File: config.mk
export PLATFORM = sky130hd
export DESIGN_NAME = shift_result_stage
export DESIGN_NICKNAME = d
export VERILOG_FILES = /design/src/rtl/shift_result_stage.sv
export SDC_FILE = /design/constraint.sdc
export NUM_CORES = 1
export LEC_CHECK = 0
export CAP_MARGIN = 40
export CORE_ASPECT_RATIO = 0.9
export CORE_MARGIN = 5
export CORE_UTILIZATION = 40
export DETAILED_ROUTE_END_ITERATION = 8
export HOLD_SLACK_MARGIN = 0.06
export PLACE_DENSITY = 0.79
export SLEW_MARGIN = 30
export SYNTH_ARGS = -nofsm -noshare
export SYNTH_HDL_FRONTEND = slang
export SYNTH_SLANG_ARGS = --single-unit
export TNS_END_PERCENT = 10
File: constraint.sdc
create_clock -name clk -period 3.4 [get_ports clk]
set_input_delay 0.51 -clock clk [delete_from_list [all_inputs] [get_ports clk]]
set_output_delay 0.51 -clock clk [all_outputs]
set_load 0.02 [all_outputs]
File: src/rtl/shift_result_stage.sv
// Two-entry result FIFO behind an 8-bit left shifter.
// Flags are derived at push time; the head entry drives the outputs.
module shift_result_stage (
    input  logic       clk,
    input  logic       rst_n,
    input  logic       in_valid,
    output logic       in_ready,
    input  logic [7:0] x,
    input  logic [2:0] amt,
    input  logic [7:0] y,
    output logic       out_valid,
    input  logic       out_ready,
    output logic [7:0] r,
    output logic       zf,
    output logic       nf,
    output logic       cf,
    output logic       vf,
    output logic [1:0] count
);

    logic [11:0] r_mem [2];
    logic        r_wptr;
    logic        r_rptr;
    logic [1:0]  r_count;

    logic        w_push;
    logic        w_pop;
    logic [7:0]  w_lost;
    logic [7:0]  w_last;
    logic        w_zf;
    logic        w_nf;
    logic        w_cf;
    logic        w_vf;

    // Bits x[7:8-amt] leave the register; the last one out is x[8-amt].
    assign w_lost = x & ~(8'hFF >> amt);
    assign w_last = 8'h01 << (4'd8 - {1'b0, amt});

    assign w_zf = (y == 8'h00);
    assign w_nf = y[7];
    assign w_cf = |(x & w_last);
    assign w_vf = |w_lost;

    assign in_ready  = (r_count != 2'd2);
    assign out_valid = (r_count != 2'd0);

    assign w_push = in_valid && in_ready;
    assign w_pop  = out_valid && out_ready;

    assign {r, zf, nf, cf, vf} = r_mem[r_rptr];
    assign count = r_count;

    always_ff @(posedge clk or negedge rst_n) begin
        if (!rst_n) begin
            r_mem[0] <= '0;
            r_mem[1] <= '0;
            r_wptr   <= 1'b0;
            r_rptr   <= 1'b0;
            r_count  <= 2'd0;
        end else begin
            if (w_push) begin
                r_mem[r_wptr] <= {y, w_zf, w_nf, w_cf, w_vf};
                r_wptr        <= ~r_wptr;
            end
            if (w_pop) begin
                r_rptr <= ~r_rptr;
            end
            case ({w_push, w_pop})
                2'b10:   r_count <= r_count + 2'd1;
                2'b01:   r_count <= r_count - 2'd1;
                default: r_count <= r_count;
            endcase
        end
    end

endmodule

== After elaboration in Yosys (flattened, before gate mapping) ==
Cells that the tools add are included.
Storage, ports and cells
  register bits: 28
  output and inout bits: 16
Cells by class
  add/subtract/negate cells: 3
  multiplexer cells: 7
  shift operators: 2
  eq/ne operators: 3
  magnitude comparators: 3
  reduce and logical (&&, ||, !) cells: 8
  bitwise logic cells: 7
Operators with widths (count)
  $mux 12: 4
  $bwmux 24: 1
  $and 8x8->8: 2
  $reduce_or 8->1: 2
  $demux 12 s1: 1
  $logic_not 8->1: 1
  $not 8->8: 1
  $shl 1x4->8 const A: 1
  $shr 8x3->8 const A: 1
  $ge 2x2->1 const B: 2
  $not 1->2: 2
  $pmux 2 s2: 1
  $reduce_bool 2->1: 2
  $sub 4x3->4 const A: 1
  $logic_and 1x1->1: 3
  $add 2x1->2 const B: 1
  $eq 2x1->1 const B: 1
  $eq 2x2->1 const B: 1
  $lt 2x1->1 const B: 1
  $ne 2x2->1 const B: 1
  $not 1->1: 2
  $sub 2x1->2 const B: 1

== Depth between registers and ports, before layout ==
  depth in word-level cells: 6
  mapped depth: 7
  mapped depth without buffers: 6

== Least setup slack after synthesis ==
OpenSTA, ideal clock, no wires.
  path type: register to register
  start point: register r_count[0], in the netlist count[0]
  end point: register r_count[1], in the netlist count[1]
  period minus slack after synthesis: 1.701 ns
  arrival time: 1.620 ns
  stages on the path, launching flop included: 6
  buffers on the path: 0
  slack: 1.699 ns
  setup time: 0.080 ns
  cells stage by stage: dfrtp_1 or2_2 and2_1 ha_1 nor2_1 xor2_1
On the way
  cells in the longest elaborated chain, start to end: 4
  elaborated cells between the ends (all ways): 10
  those cells by class: 2 x add/sub; 3 x eq/ne; 1 x mux; 4 x reduce/logical
Ends and longest elaborated chain
  start: declaration: line 24  | logic [1:0] r_count;
  start signal: assignment: line 69  | 2'b10: r_count <= r_count + 2'd1;
  start signal: assignment: line 70  | 2'b01: r_count <= r_count - 2'd1;
  start signal: assignment: line 71  | default: r_count <= r_count;
  $reduce_bool 2->1 *: line 45  | assign out_valid = (r_count != 2'd0);
  net out_valid: line 11  | output logic out_valid,
  $logic_and 1x1->1 *: line 48  | assign w_pop = out_valid && out_ready;
  net w_pop: line 27  | logic w_pop;
  $eq 2x1->1 or $eq 2x2->1 (tied branches): line 68  | case ({w_push, w_pop})
  $pmux 2 s2 or $reduce_bool 2->1 (tied branches)
The timed path passes the listed nets; every way through them passes the cells marked *.
A chain may end at the register's enable or synchronous reset.

== Worst setup path after layout ==
  start point: register r_rptr
  end point: output vf
On the way
  cells in the longest elaborated chain, start to end: 4
Ends and longest elaborated chain
  start: declaration: line 23  | logic r_rptr;
  start signal: assignment: line 66  | r_rptr <= ~r_rptr;
  $not 1->2 (not written as such): line 50  | assign {r, zf, nf, cf, vf} = r_mem[r_rptr];
  $mux 12 (not written as such) (3 in a row): line 50
  end: declaration: line 17  | output logic vf,
Every way passes these cells. The select of a mux whose other input is x is not followed.

==> impl_metrics.csv <==
group,metric,value,unit
run_status,status,"finished, final reports clean",
synth,syn_area,1430,um^2
synth,yosys_warnings,0,
route,dr_total_vias,1010,
synth,yosys-top-cells-area,"dfrtp_1, mux2_4, mux2_2, a31oi_1, ha_1",
grt,grt_pass1_wl,5340,um
floorplan,die-width,73,um
clock_tree,cts_tree,"yes",
layout,nNetsFinal,174,
grt,grt_usage,14.4,%
layout,n_antenna_cell,0,
clock_tree,htreeDepth,1,
grt,grt_pass1_vias,1120,
grt,grt-ovfl-total,0,
synth,yosys_register_bits,26,
placed_design,hpwl,2340,um
floorplan,io_pins,39,
route,firstDrtPassIters,4,
power_and_ir_drop,ir_drop,0.000485,V
layout,final_common_cell,"clkdlybuf4s50_1",
power_and_ir_drop,p_int,1170,uW
clock_tree,post_cts_resized,0,
worst_setup_path,worst_ep_arrival_time,1.95,ns
layout,final_cell_mix,"clkdlybuf4s50_1, dfrtp_1, mux2_4",
grt,antenna_found_initial,0,
route,drc,0,
route,drtIter0Drc,38,
clock_tree,clkTransAtPathRegs,0.10,ns
min_path,hp-class,"in2async",
layout,final_cell_area,1880,um^2
route,wl_per_cell,16.8,um
placed_design,port_buffers,38,
flow_run,cap_viol_max_count,0,
clock_tree,hold_buffers,0,
floorplan,dieArea,4870,um^2
clock_tree,clock-sinks,26,
route,vias_per_cell,5.29,
timing,worst_slew_pin_slew,0.567,ns
worst_setup_path,crit_type,"reg2out",
placed_design,dpl_cell_area,1810,um^2
synth,syn_nets,137,
clock_tree,post_cts.repair.setup_buffers,0,
timing,setup_viol,0,
timing,fmax,407,MHz
synth,yosysUniqueCellTypes,28,
power_and_ir_drop,pwr-share-comb,53.1,%
route,antenna_left,0,
power_and_ir_drop,p_clk_share,14.6,%
clock_tree,cts_buffers,3,
timing,fin_skew,0.00299,ns
worst_setup_path,reg2reg_depth,5,
synth,syn_avg_cell_area,12.9,um^2
timing,hold_viol_final,0,
floorplan,rows,20,
power_and_ir_drop,switchingPower,625,uW
floorplan,core,3400,um^2
route,top_layer,"met4",
worst_setup_path,required,2.89,ns
worst_setup_path,startpoint_type,"register",
floorplan,die_h,66.7,um
clock_tree,root_buffer,"clkbuf_8",
timing,setup_tns,0,ns
route,drt-met1-wl,1400,um
power_and_ir_drop,p_per_area,956,nW/um^2
clock_tree,cts_buffer_depth,2,
route,dr_wl_met3,110,um
floorplan,initial_core_util,42.0,%
layout,drive_above_1_share,24.5,%
clock_tree,insertion_delay,0.28,ns
synth,syn_inst,111,
worst_setup_path,cp_max_fo,13,
route,totalWireLength,3200,um
timing,fin_crit,2.46,ns
synth,synth_top_area_share,45.5,%
route,wl_met2,1570,um
placed_design,gp_congestion,0.760,
grt,grt_max_degree,27,
power_and_ir_drop,p_leak,0.000788,uW
synth,synth.largest_area_cell,"dfrtp_1",
worst_setup_path,cp-end-kind,"primary output",
timing,maxSlewViolCount,0,
timing,slew_headroom,62.2,%
power_and_ir_drop,seq_power_share,32.3,%
layout,syn2layout_area_growth,31.5,%
timing,rsz0062_at_grt,"no",
timing,fin_crit_sh,72.3,%
synth,synth_seq_area_share,45.5,%
power_and_ir_drop,swShare,34.8,%
[metrics by stage]
| stage | hold slack (ns) | setup slack (ns) | cells | total power (uW) | util (%) |
|---|---|---|---|---|---|
| floorplan | 0.214 | 1.70 | 111 | 1220 | - |
| global placement | 0.485 | 1.24 | 187 | 1520 | 53.3 |
| detailed placement | 0.492 | 1.18 | 187 | 1540 | 53.1 |
| CTS | 0.232 | 0.932 | 191 | 1820 | 55.2 |
| global route | 0.262 | 0.879 | 191 | 1900 | 55.2 |
| finish | 0.211 | 0.941 | 191 | 1800 | 55.2 |
[sequential cells by signal, indices dropped and copies added (netlist names)]
| signal | flops |
|---|---|
| r_mem | 22 |
| count | 2 |
| r_rptr | 1 |
| r_wptr | 1 |
[critical path: stages (launching register included)]
cell             delay [ns]
dfrtp_1                0.70
mux2_2                 0.41
clkdlybuf4s50_1        0.56
[final cells by class]
cell class	instances	area, um^2
Fill cell	285	1520
Multi-Input combinational cell	73	704
Sequential cell	26	651
Inverter	6	22.5
Clock inverter	1	30.0
Timing Repair Buffer	38	375
Clock buffer	3	41.3
Tap cell	44	55.1
[cell usage after synthesis]
library cell,instances
dfrtp_1,26
mux2_4,14
mux2_2,13
a31oi_1,6
inv_1,6
nand2_1,4
buf_6,3
ha_1,3
mux2i_1,3
o211ai_1,3
xnor2_1,3
a211o_1,2
a21oi_1,2
a41oi_1,2
and2_1,2
and3_4,2
buf_2,2
nor2_1,2
nor4_1,2
o21ai_0,2
xor2_1,2
a21o_1,1
buf_4,1
nand2b_1,1
nand2b_4,1
nor2b_1,1
o2111a_1,1
or2_2,1
[metal layers]
metal  GRT usage, %  up-vias
li1               -      480
met1           17.5      490
met2           23.2       28
met3           3.17       12
met4           8.29        0
met5              0        -
[path summary, 6_finish.rpt]
kind | from | to | slack, ns
min in group clk | r_mem[7] | r_mem[7] | 0.52
min reg2reg | r_mem[7] | r_mem[7] | 0.52
max reg2reg | count[0] | count[1] | 1.77
max in group asynchronous | rst_n | r_mem[3] | 2.81
max | r_rptr | vf | 0.94
min | rst_n | r_mem[16] | 0.21
[cells by family (layout without fill, tap and decap cells)]
logic type	after synthesis	after routing	share of synthesized area [%]
fa+ha+maj	3	3	2.63
buf+inv	12	48	5.17
flops	26	26	45.5
compound gates	19	19	9.37
mux	30	30	27.1
simple gates	16	16	7.18
xor+xnor	5	5	3.07
[power groups by stage]
| stage | Clock (uW) | Combinational (uW) | Sequential, uW |
|---|---|---|---|
| final | 262 | 953 | 581 |
| after detailed placement | 0 | 956 | 586 |
| after floorplan | 0 | 671 | 550 |
| after CTS | 269 | 964 | 582 |
| after global routing | 275 | 1020 | 606 |
| after global placement | 0 | 944 | 577 |
No activity file was read; power rests on OpenSTA's default activity.
